<file path="src/rtl/cp0_exc_ctrl.sv">
// cp0_exc_ctrl: exception/interrupt sequencer for the CP0 register block.
// Samples MEM-stage exception flags and synchronised interrupt lines,
// takes the highest-priority event, and issues one registered CP0 update
// plus a pipeline flush/redirect held for FLUSH_CYCLES cycles.
// Optional feature macro: CP0_TIMER_INT_EN. When it is defined, timer_int
// is ORed into IP7 ahead of the synchroniser.
module cp0_exc_ctrl #(
  parameter logic [31:0] EXC_VECTOR   = 32'hBFC00380,
  parameter int unsigned FLUSH_CYCLES = 2
) (
  input  logic        clk,
  input  logic        rst_n,
  input  logic        mem_valid,
  input  logic        mem_stall,
  input  logic [31:0] mem_pc,
  input  logic [31:0] mem_addr,
  input  logic        mem_in_delayslot,
  input  logic        exc_adel_if,
  input  logic        exc_ri,
  input  logic        exc_ov,
  input  logic        exc_sys,
  input  logic        exc_bp,
  input  logic        exc_adel_ld,
  input  logic        exc_ades,
  input  logic        exc_eret,
  input  logic [5:0]  hw_int,
  input  logic        timer_int,
  input  logic [31:0] cp0_status,
  input  logic [31:0] cp0_cause,
  input  logic [31:0] cp0_epc,
  output logic [5:0]  cp0_ip_o,
  output logic        exc_we,
  output logic [31:0] exc_epc,
  output logic [4:0]  exc_code,
  output logic        exc_bd,
  output logic        eret_we,
  output logic        badvaddr_we,
  output logic [31:0] badvaddr,
  output logic        flush_o,
  output logic        redirect_o,
  output logic [31:0] redirect_pc
);

  typedef enum logic {IDLE, FLUSH} state_t;

  localparam logic [3:0] CNT_INIT = 4'(FLUSH_CYCLES - 1);

  state_t      state, state_n;
  logic [3:0]  cnt, cnt_n;
  logic [5:0]  ip_raw, ip_s1, ip_s2;
  logic        int_pend, any_exc, accept;

  logic        exc_we_n, eret_we_n, badvaddr_we_n, flush_n, redirect_n, exc_bd_n;
  logic [4:0]  exc_code_n;
  logic [31:0] exc_epc_n, badvaddr_n, redirect_pc_n;

  // Bits of the forwarded registers that the sequencer does not look at.
`ifdef CP0_TIMER_INT_EN
  logic unused_bits;
  assign unused_bits = ^{cp0_status[31:16], cp0_status[9:2], cp0_cause};
`else
  logic unused_bits;
  assign unused_bits = ^{cp0_status[31:16], cp0_status[9:2], cp0_cause, timer_int};
`endif

  // Raw interrupt vector presented to the synchroniser (IP7 is bit 5).
  always_comb begin
`ifdef CP0_TIMER_INT_EN
    ip_raw = {hw_int[5] | timer_int, hw_int[4:0]};
`else
    ip_raw = hw_int;
`endif
  end

  // Two-flop synchroniser for the asynchronous interrupt lines.
  always_ff @(posedge clk or negedge rst_n) begin
    if (!rst_n) begin
      ip_s1 <= '0;
      ip_s2 <= '0;
    end else begin
      // NOTE: non-blocking assignments let both flops sample pre-edge values,
      // which is what gives the two-stage delay; blocking would collapse it.
      ip_s1 <= ip_raw;
      ip_s2 <= ip_s1;
    end
  end

  assign cp0_ip_o = ip_s2;
  assign int_pend = cp0_status[0] & ~cp0_status[1] & |(ip_s2 & cp0_status[15:10]);
  assign any_exc  = exc_adel_if | exc_ri | exc_ov | exc_sys | exc_bp |
                    exc_adel_ld | exc_ades | exc_eret;
  assign accept   = (state == IDLE) & mem_valid & ~mem_stall & (int_pend | any_exc);

  // Next-state, drain counter and next registered outputs.
  always_comb begin
    // NOTE: every variable gets a default before the case so no path leaves
    // one unassigned; a missing default here would infer a latch.
    state_n       = state;
    cnt_n         = cnt;
    flush_n       = 1'b0;
    redirect_n    = 1'b0;
    exc_we_n      = 1'b0;
    eret_we_n     = 1'b0;
    badvaddr_we_n = 1'b0;
    exc_code_n    = exc_code;
    exc_epc_n     = exc_epc;
    exc_bd_n      = exc_bd;
    badvaddr_n    = badvaddr;
    redirect_pc_n = redirect_pc;

    case (state)
      IDLE: begin
        if (accept) begin
          state_n       = FLUSH;
          cnt_n         = CNT_INIT;
          flush_n       = 1'b1;
          redirect_n    = 1'b1;
          redirect_pc_n = EXC_VECTOR;
          exc_we_n      = 1'b1;
          exc_bd_n      = mem_in_delayslot;
          exc_epc_n     = mem_in_delayslot ? mem_pc - 32'd4 : mem_pc;
          if (int_pend)         exc_code_n = 5'h00;
          else if (exc_adel_if) begin
            exc_code_n    = 5'h04;
            badvaddr_we_n = 1'b1;
            badvaddr_n    = mem_pc;
          end
          else if (exc_ri)      exc_code_n = 5'h0A;
          else if (exc_ov)      exc_code_n = 5'h0C;
          else if (exc_sys)     exc_code_n = 5'h08;
          else if (exc_bp)      exc_code_n = 5'h09;
          else if (exc_adel_ld) begin
            exc_code_n    = 5'h04;
            badvaddr_we_n = 1'b1;
            badvaddr_n    = mem_addr;
          end
          else if (exc_ades) begin
            exc_code_n    = 5'h05;
            badvaddr_we_n = 1'b1;
            badvaddr_n    = mem_addr;
          end
          else begin
            // ERET: return to EPC; the EPC/Cause fields are left untouched.
            exc_we_n      = 1'b0;
            eret_we_n     = 1'b1;
            exc_bd_n      = exc_bd;
            exc_epc_n     = exc_epc;
            redirect_pc_n = cp0_epc;
          end
        end
      end
      FLUSH: begin
        flush_n = 1'b1;
        if (cnt == 4'd0) begin
          state_n = IDLE;
          flush_n = 1'b0;
        end else begin
          cnt_n = cnt - 4'd1;
        end
      end
      default: state_n = IDLE;
    endcase
  end

  // State, counter and registered CP0/pipeline outputs.
  always_ff @(posedge clk or negedge rst_n) begin
    if (!rst_n) begin
      state       <= IDLE;
      cnt         <= '0;
      flush_o     <= 1'b0;
      redirect_o  <= 1'b0;
      exc_we      <= 1'b0;
      eret_we     <= 1'b0;
      badvaddr_we <= 1'b0;
      exc_code    <= '0;
      exc_epc     <= '0;
      exc_bd      <= 1'b0;
      badvaddr    <= '0;
      redirect_pc <= '0;
    end else begin
      state       <= state_n;
      cnt         <= cnt_n;
      flush_o     <= flush_n;
      redirect_o  <= redirect_n;
      exc_we      <= exc_we_n;
      eret_we     <= eret_we_n;
      badvaddr_we <= badvaddr_we_n;
      exc_code    <= exc_code_n;
      exc_epc     <= exc_epc_n;
      exc_bd      <= exc_bd_n;
      badvaddr    <= badvaddr_n;
      redirect_pc <= redirect_pc_n;
    end
  end

endmodule

</file>
<file path="config.mk">
export PLATFORM = sky130hd
export DESIGN_NAME = cp0_exc_ctrl
export DESIGN_NICKNAME = d
export VERILOG_FILES = /design/src/rtl/cp0_exc_ctrl.sv
export SDC_FILE = /design/constraint.sdc
export NUM_CORES = 1
export LEC_CHECK = 0
export ABC_AREA = 1
export CAP_MARGIN = 20
export CORE_ASPECT_RATIO = 1.5
export CORE_MARGIN = 1
export CORE_UTILIZATION = 23
export DETAILED_ROUTE_END_ITERATION = 10
export PLACE_DENSITY_LB_ADDON = 0.15
export SLEW_MARGIN = 20
export SYNTH_ARGS = -nofsm -noshare
export SYNTH_HDL_FRONTEND = slang
export SYNTH_SLANG_ARGS = --single-unit
</file>
<file path="constraint.sdc">
create_clock -name clk -period 1.5 [get_ports clk]
set_clock_uncertainty 0.2 [all_clocks]
set_input_delay 0.3 -clock clk [delete_from_list [all_inputs] [get_ports clk]]
set_output_delay 0.3 -clock clk [all_outputs]
set_load 0.005 [all_outputs]
</file>
* Yosys cells after proc, flatten, opt, wreduce, memory -nomap -nowiden *
Cells that the tools add are included.

operators by class
  $add $sub $neg = 2
  eq/ne operators = 6
  muxes and demuxes = 75
  bitwise operators = 18
  reduce and logical (&&, ||, !) cells = 8

operators by type and width
  kind                                                                  count
  32-bit 2-to-1 mux                                                     24
  5-bit 2-to-1 mux                                                      8
  1-bit 2-to-1 mux                                                      39
  32-bit by 3-bit subtractor with 32-bit output, second input constant  1
  2-bit inequality test, second input constant                          6
  4-bit 2-to-1 mux                                                      2
  1-bit bitwise OR                                                      8
  4-bit case mux with 2 select lines                                    1
  8-bit AND reduction                                                   1
  8-bit nonzero test                                                    1
  6-bit AND                                                             1
  6-bit OR reduction                                                    1
  1-bit AND                                                             5
  4-bit zero test                                                       1
  1-bit NOT                                                             4
  2-bit AND reduction                                                   2
  4-bit by 1-bit subtractor with 4-bit output, second input constant    1
  3-bit AND reduction                                                   1
  3-bit nonzero test                                                    1
  1-bit case mux with 2 select lines                                    1

word-level totals
  register bits = 123
  output and inout port bits = 113
  word-level logic and storage cells = 122

* Logic depth before layout (Yosys ltp) *
Gate-level depths: netlist (run 1).

  depth after elaboration = 11
  mapped depth = 12
  depth with buffers taken out = 11

* Least setup slack after synthesis (run 1) *
Ideal clock, no wire load.

  path kind = register -> register
  start = register ip_s2[2] (netlist: cp0_ip_o[2])
  end = register exc_epc[9]
  library setup time = 0.123 ns
  data arrival time = 1.336 ns
  setup slack = -0.159 ns
  stages on the path, launching flop included = 12
  buffers on the path = 1
  cell sequence = dfrtp_1 nand2_1 nand2_1 nor2_1 nand2_2 nand2_2 nand2_2 nand2_2 inv_2 buf_2 o21ai_0 nand2_1

between the ends
  word-level cells in the longest chain between the ends = 6
  elaborated cells on any way between the ends = 8
  classes of those cells = 1 x mux; 4 x bitwise; 3 x reduce/logical

RTL lines
  item                                  RTL line  text
  from (decl)                           50        logic [5:0] ip_raw, ip_s1, ip_s2;
  from (signal assigned)                84        ip_s2 <= ip_s1;
  6-bit AND *                           89        assign int_pend = cp0_status[0] & ~cp0_status[1] & |(ip_s2 & cp0_status[15:10]);
  6-bit OR reduction *                  89
  1-bit AND *                           89
  1-bit bitwise OR                      92        assign accept = (state == IDLE) & mem_valid & ~mem_stall & (int_pend | any_exc);
  1-bit AND                             92
  3-bit AND reduction (no source line)  -
  to (signal assigned)                  189       exc_epc <= exc_epc_n;
  to (decl)                             33        output logic [31:0] exc_epc,

Every way passes the cells marked *; elsewhere a longest branch is shown, timed or not.
A chain may end at the register's enable or synchronous reset.

* Worst setup path after layout (run 1) *
  start = register ip_s2[3] (netlist: cp0_ip_o[3])
  end = register redirect_pc[13]

between the ends
  word-level cells in the longest chain between the ends = 6
  elaborated cells on any way between the ends = 7
  classes of those cells = 1 x mux; 4 x bitwise; 2 x reduce/logical

RTL lines
  item                                  RTL line  text
  6-bit AND *                           89
  6-bit OR reduction *                  89
  1-bit AND *                           89
  1-bit bitwise OR                      92
  1-bit AND                             92
  2-bit AND reduction (no source line)  -
  to (signal assigned)                  192       redirect_pc <= redirect_pc_n;
  to (decl)                             41        output logic [31:0] redirect_pc

Marks and branches as above.

==> flow_metrics.env, run 1 <==
export IMPL_status="finished with violations"
export IMPL_violations="setup timing"
export IMPL_cts_path_max_buffers=2
export IMPL_critPathCaptureType="register"
export IMPL_worstPathMaxFanout=8
export IMPL_fp_row_count=72
export IMPL_cts_sinks=122
export IMPL_setup_viol=112
export IMPL_seq_area_um2=3050
export IMPL_p_leak_nw=5.40
export IMPL_netlist_top_cells_area="dfrtp_1 (51%), nand2_1 (17%), nand3_1 (7.0%), nor2_1 (4.4%), o21ai_0 (4.1%)"
export IMPL_max_freq_mhz=564
export IMPL_ys_ff_latch=122
export IMPL_startpoint_type="register"
export IMPL_syn_inst=779
export IMPL_vias=6522
export IMPL_wl_per_cell_um=16.9
export IMPL_p_total_w=0.0148
export IMPL_setup_slack_ns=-0.272
export IMPL_multi_input_area_um2=3220
export IMPL_h_tree_depth=4
export IMPL_fill_cells=2678
export IMPL_synth_area_per_cell_um2=7.76
export IMPL_max_cap_viol_count=0
export IMPL_rsz0062_at_grt="yes"
export IMPL_cp_required_ns=1.65
export IMPL_yosysWarnings=0
export IMPL_pwr_density_cell_nw_per_um2=1360
export IMPL_die_h_um=201
export IMPL_final_antenna_net_count=0
export IMPL_first_iter_violations=198
export IMPL_core_area_um2=25800
export IMPL_synthesis_area_um2=6040
export IMPL_r2r_start="cp0_ip_o[3]"
export IMPL_peakVddDrop_mv=0.796
export IMPL_grt_max_degree=65
export IMPL_viasPerCell=4.38
export IMPL_grt_first_pass_wirelength_um=35600
export IMPL_syn_nets=961
export IMPL_wl_um=25200
export IMPL_ios=293
export IMPL_cts_made_buffers=17
export IMPL_nets=1324
export IMPL_tritoncts="yes"
export IMPL_antenna_cells=0
export IMPL_dieArea_um2=26900
export IMPL_numPortBuffers=234
export IMPL_grtUsageTotal_pct=17.5
export IMPL_drc_errors=0
export IMPL_drive_gt1_share_pct=37.9
export IMPL_final_min_clock_period_ns=1.77
export IMPL_yosysSeqAreaShare_pct=50.5
export IMPL_yosysUniqueCellTypes=32
export IMPL_slew_violations=0
export IMPL_crit_start="cp0_ip_o[3]"
export IMPL_gp_congestion=0.856
export IMPL_synth_edf_count=0
export IMPL_netlist_area_leader_share_pct=50.5
export IMPL_holdWs_ns=0.110
export IMPL_async_reset_ff_share_pct=100
export IMPL_arrival_ns=1.92
export IMPL_syn2layout_area_growth_pct=80.9
export IMPL_initial_core_util_pct=23.5
export IMPL_clk_pin_slew_worst_paths_ns=0.06
export IMPL_hpwl_um=17400
export IMPL_critPathKind="register to register"
export IMPL_ys_flop_type="dfrtp_1"
export IMPL_clock_latency_ns=0.42
export IMPL_grt_overflow=0
export IMPL_drt_pass1_iter_count=6
export IMPL_synth_top_area_cell="dfrtp_1"
export IMPL_dieWidth_um=134
export IMPL_finalHoldViolCount=0
export IMPL_fin_crit_sh_pct=118
export IMPL_hp_class="input pin to async pin"
export IMPL_cts_root_buf="clkbuf_16"
export IMPL_antenna_found_initial=0
export IMPL_grt_pass1_vias=6394
==> critical path, stage by stage (launching register included) <==
cell and delay, ns:
dfrtp_1 0.37, nand2_1 0.06, nand2_1 0.06, nor2_2 0.12
nand2_2 0.10, nand2_4 0.13, nand2_4 0.08, nand2_8 0.11
buf_12 0.13, buf_6 0.10, buf_12 0.12, nand2_1 0.06
o21ai_2 0.05
==> Yosys cell counts (all sizes together) (2+ instances only) <==
cell type / count
a21oi: 2
buf: 29
clkbuf: 7
dfrtp: 122
ha: 2
inv: 56
nand2: 282
nand3: 87
nand3b: 2
nand4: 10
nor2: 76
nor3: 4
o21ai: 82
xor2: 12
==> power breakdown <==
group          internal [W]  switching [W]
clock network       0.00266        0.00164
logic               0.00275        0.00255
registers           0.00447       0.000763
total               0.00989        0.00495
==> per-layer routing <==
metal	part of all wire (%)	routed length, um	GRT usage (%)	up-vias
li1	-	-	-	3234
met1	39	9790	19.8	3047
met2	54	13500	31.7	205
met3	4.4	1110	3.74	36
met4	2.9	726	6.98	0
met5	0	0	0	-
==> flip-flops by register name, indices dropped and copies added (netlist names) <==
signal,flops
eret_we,1
badvaddr,32
state,1
exc_bd,1
exc_we,1
redirect_pc,32
cnt,4
cp0_ip_o,6
exc_epc,32
exc_code,4
redirect_o,1
ip_s1,6
badvaddr_we,1
==> kinds of logic (layout without fill, tap and decap cells) <==
logic type      count (synthesis)  in the layout  synth area share (%)
fa+ha+maj                       2              2                 0.414
other cells                     1              1                0.0620
simple gates                  464            465                  32.5
buf+inv                        92            467                  7.35
xor+xnor                       12             12                  1.74
flops                         122            122                  50.5
compound gates                 86             86                  7.39
==> cells in the final DEF (no fill, tap or decap), drive strengths merged <==
cell | Yosys | routed
nand2 | 282 | 283
buf | 29 | 245
dfrtp | 122 | 122
clkdlybuf4s50 | 0 | 118
nand3 | 87 | 87
o21ai | 82 | 82
nor2 | 76 | 76
inv | 56 | 58
clkbuf | 7 | 30
xor2 | 12 | 12
nand4 | 10 | 10
clkinv | 0 | 6
nor3 | 4 | 4
clkinvlp | 0 | 3
bufinv | 0 | 3
nand3b | 2 | 2
dlymetal6s2s | 0 | 2
a21oi | 2 | 2
ha | 2 | 2
and2 | 1 | 1
o21bai | 1 | 1
nor3b | 1 | 1
nor4 | 1 | 1
o211ai | 1 | 1
conb | 1 | 1
dlygate4sd3 | 0 | 1
dlygate4sd2 | 0 | 1
==> what timing repair did <==
| action | in CTS | in global routing |
|---|---|---|
| pin swaps | 5 | 30 |
| gates resized for setup | 486 | 165 |
| hold buffers | 1 | 0 |
| setup buffers | 16 | 11 |
| setup endpoints to repair | 222 | 120 |
| cloned | 3 | 16 |
| hold endpoints to repair | 122 | 0 |
==> stage by stage <==
stage / area [um^2] / setup TNS [ns] / std cells / worst slack (ns) / util, %
CTS: 9970 / -23.87 / 1464 / -0.256 / 38.7
global placement: 9580 / -65.60 / 1412 / -0.680 / 37.2
detailed placement: 9580 / -66.47 / 1412 / -0.689 / 37.2
finish: 10900 / -22.90 / 1488 / -0.272 / 42.4
floorplan: 6190 / -6.28 / 779 / -0.0810 / -
global route: 10900 / -38.03 / 1488 / -0.407 / 42.4
==> cell type report <==
| cell class | count | area share [%] |
|---|---|---|
| multi-input cells | 566 | 29.4 |
| repair buffers | 379 | 31.2 |
| clock buffers | 18 | 4.02 |
| well taps | 333 | 3.81 |
| clock inverters | 14 | 1.57 |
| flip-flops and latches | 122 | 27.9 |
| inverters | 56 | 2.08 |
==> final timing paths <==
path                                   end  slack [ns]  cells after the start
setup / recovery           redirect_pc[13]       -0.27                     12
hold / removal                      exc_we        0.11                      2
setup reg to reg           redirect_pc[13]       -0.27                     12
hold reg to reg                cp0_ip_o[2]        0.15                      0
max in group asynchronous  redirect_pc[24]        0.46                      3
min in group clk                  ip_s1[2]        0.12                      1
No activity file was read; power rests on OpenSTA's default activity.
==> run 2, diff against run 1 <==
--- a/config.mk
+++ b/config.mk
@@ -9,8 +9,9 @@
 export CAP_MARGIN = 20
 export CORE_ASPECT_RATIO = 1.5
 export CORE_MARGIN = 1
-export CORE_UTILIZATION = 23
+export CORE_UTILIZATION = 25
 export DETAILED_ROUTE_END_ITERATION = 10
+export GPL_ROUTABILITY_DRIVEN = 1
 export PLACE_DENSITY_LB_ADDON = 0.15
 export SLEW_MARGIN = 20
 export SYNTH_ARGS = -nofsm -noshare
==> flow_metrics.env, run 2 (synthesis gave the netlist of run 1 again) <==
export IMPL_cts_root_buf="clkbuf_16"
export IMPL_dieWidth_um=129
export IMPL_syn2layout_area_growth_pct=80.7
export IMPL_r2r_cells=12
export IMPL_cts_made_buffers=17
export IMPL_final_cell_mix="nand2_1 (201), dfrtp_1 (121), clkdlybuf4s50_1 (107)"
export IMPL_drt_met1_wl_um=9670
export IMPL_cp_depth=11
export IMPL_utilization_pct=46.0
export IMPL_routed_top_layer="met4"
export IMPL_wl_met2_um=13200
export IMPL_setup_slack_ns=-0.296
export IMPL_rsz0062_at_grt="yes"
export IMPL_grt_pass1_vias=6294
export IMPL_pwr_density_cell_nw_per_um2=1380
export IMPL_place_area_um2=9490
export IMPL_critPathCaptureType="register"
export IMPL_die_h_um=192
export IMPL_final_antenna_net_count=0
export IMPL_max_freq_mhz=557
export IMPL_cts_path_max_buffers=2
export IMPL_drc_errors=0
export IMPL_drive_gt1_share_pct=38.8
export IMPL_min_delay_path_depth=4
export IMPL_worstPathMaxFanout=6
export IMPL_final_cells=1476
export IMPL_grtUsageTotal_pct=18.6
export IMPL_p_leak_nw=5.43
export IMPL_violations="setup timing"
export IMPL_hp_class="input pin to register"
export IMPL_drt_pass1_iter_count=5
export IMPL_nets=1326
export IMPL_grt_overflow=0
export IMPL_slowest_delay_ns=0.50
export IMPL_holdWs_ns=0.108
export IMPL_ios=293
export IMPL_slew_violations=0
export IMPL_h_tree_depth=4
export IMPL_initial_core_util_pct=25.5
export IMPL_wl_met3_um=992
export IMPL_dieArea_um2=24800
export IMPL_antenna_found_initial=0
export IMPL_startpoint_type="input pin"
export IMPL_setup_viol=113
export IMPL_first_iter_violations=254
export IMPL_crit_start="exc_sys"
export IMPL_crit_end="badvaddr[19]"
export IMPL_largestRegisters="badvaddr: 32 flops, exc_epc: 32 flops, redirect_pc: 32 flops"
export IMPL_wl_um=24400
export IMPL_cts_sinks=122
export IMPL_viasPerCell=4.34
export IMPL_gp_congestion=0.874
export IMPL_antenna_cells=0
export IMPL_hpwl_um=16500
export IMPL_final_min_clock_period_ns=1.80
export IMPL_vias=6404
export IMPL_pre_cts_slack_ns=-0.673
export IMPL_peakVddDrop_mv=0.828
export IMPL_max_cap_viol_count=0
export IMPL_cp_required_ns=1.65
export IMPL_critPathBufInv=3
export IMPL_numPortBuffers=234
export IMPL_tritoncts="yes"
export IMPL_clk_pin_slew_worst_paths_ns=0.06
export IMPL_clock_latency_ns=0.42
export IMPL_r2r_start="cp0_ip_o[4]"
export IMPL_cp_top_family="simple AND/OR/NAND/NOR gates"
export IMPL_fin_crit_sh_pct=120
export IMPL_layout_commonest_cell="nand2_1"
export IMPL_grt_max_degree=73
export IMPL_final_area_um2=10900
export IMPL_path_cells="clkdlybuf4s50_1 -> nor2_4 -> nand3_4 -> nor3_4 -> nand2_4 -> nand2_8 -> clkinv_8 -> nand2_8 -> clkbuf_16 -> nand2_1 -> nand2_1"
export IMPL_core_area_um2=23700
export IMPL_reg2reg_slack_ns=-0.28
export IMPL_arrival_ns=1.95
export IMPL_grt_first_pass_wirelength_um=34200
export IMPL_status="finished with violations"
export IMPL_placed_cells=1392
export IMPL_critPathKind="input pin to register"
export IMPL_fp_row_count=69
export IMPL_finalHoldViolCount=0
export IMPL_cp_slowest_cell="clkdlybuf4s50_1"
export IMPL_r2r_end="badvaddr[19]"
export IMPL_wl_per_cell_um=16.5
## run 2: changes by cell type in the layout (fill, tap and decap cells not counted), sizes merged
| cell | change |
|---|---|
| dlymetal6s2s | +11 |
| clkbuf | +3 |
| inv | -3 |
| nand2 | -1 |
| clkinvlp | +2 |
| bufinv | +1 |
| clkdlybuf4s50 | -11 |
| clkinv | -2 |
| buf | +2 |
## run 2: how the worst min path moves through the flow
| stage | from | end | slack, ns |
|---|---|---|---|
| detailed placement | rst_n | ip_s1[4] | 0.1 |
| global route | hw_int[4] | ip_s1[4] | 0.10 |
| CTS | hw_int[5] | ip_s1[5] | 0.1 |
| floorplan | rst_n | badvaddr[0] | -0.20 |
| global placement | rst_n | ip_s1[4] | 0.10 |
| finish | mem_in_delayslot | exc_bd | 0.11 |
## run 2: worst reg2reg max path, delay by kind of cell (launching register included)
kind | cells | cell delay, ns
buffers and inverters | 2 | 0.27
AND/OR/NAND/NOR | 10 | 0.87
flip-flops | 1 | 0.38
## run 2: repair_timing
| action | CTS | global route |
|---|---|---|
| endpoints found under the setup margin | 222 | 118 |
| resized for setup | 483 | 190 |
| hold buffers | 1 | 0 |
| pin swaps | 2 | 50 |
| setup buffers | 29 | 13 |
| gates cloned | 4 | 12 |
| hold endpoints to repair | 122 | 0 |
## run 2: per-layer routing
layer | up-vias | global-route usage (%)
met5 | - | 0
met3 | 27 | 3.77
li1 | 3214 | -
met4 | 0 | 7.42
met1 | 2978 | 20.8
met2 | 185 | 34.1
## run 2: metrics by stage
step	setup TNS, ns	power [W]
detailed placement	-65.72	0.0103
floorplan	-6.28	0.00680
global route	-32.00	0.0161
finish	-22.75	0.0151
global placement	-65.25	0.0103
CTS	-22.80	0.0144
## run 2: cell type report
cell class / instances / area (um^2)
Clock buffer: 20 / 447
Sequential cell: 122 / 3050
Inverter: 56 / 241
Multi-Input combinational cell: 565 / 3180
Fill cell: 2374 / 12800
Clock inverter: 12 / 173
Timing Repair Buffer: 382 / 3430
Tap cell: 319 / 399
## run 2: power breakdown
| part | total, W | switching, W | leakage (nW) | internal [W] |
|---|---|---|---|---|
| Sequential | 0.00530 | 0.000823 | 1.54 | 0.00448 |
| Clock | 0.00436 | 0.00154 | 0.288 | 0.00281 |
| Combinational | 0.00547 | 0.00254 | 3.60 | 0.00294 |
| Total | 0.0151 | 0.00491 | 5.43 | 0.0102 |
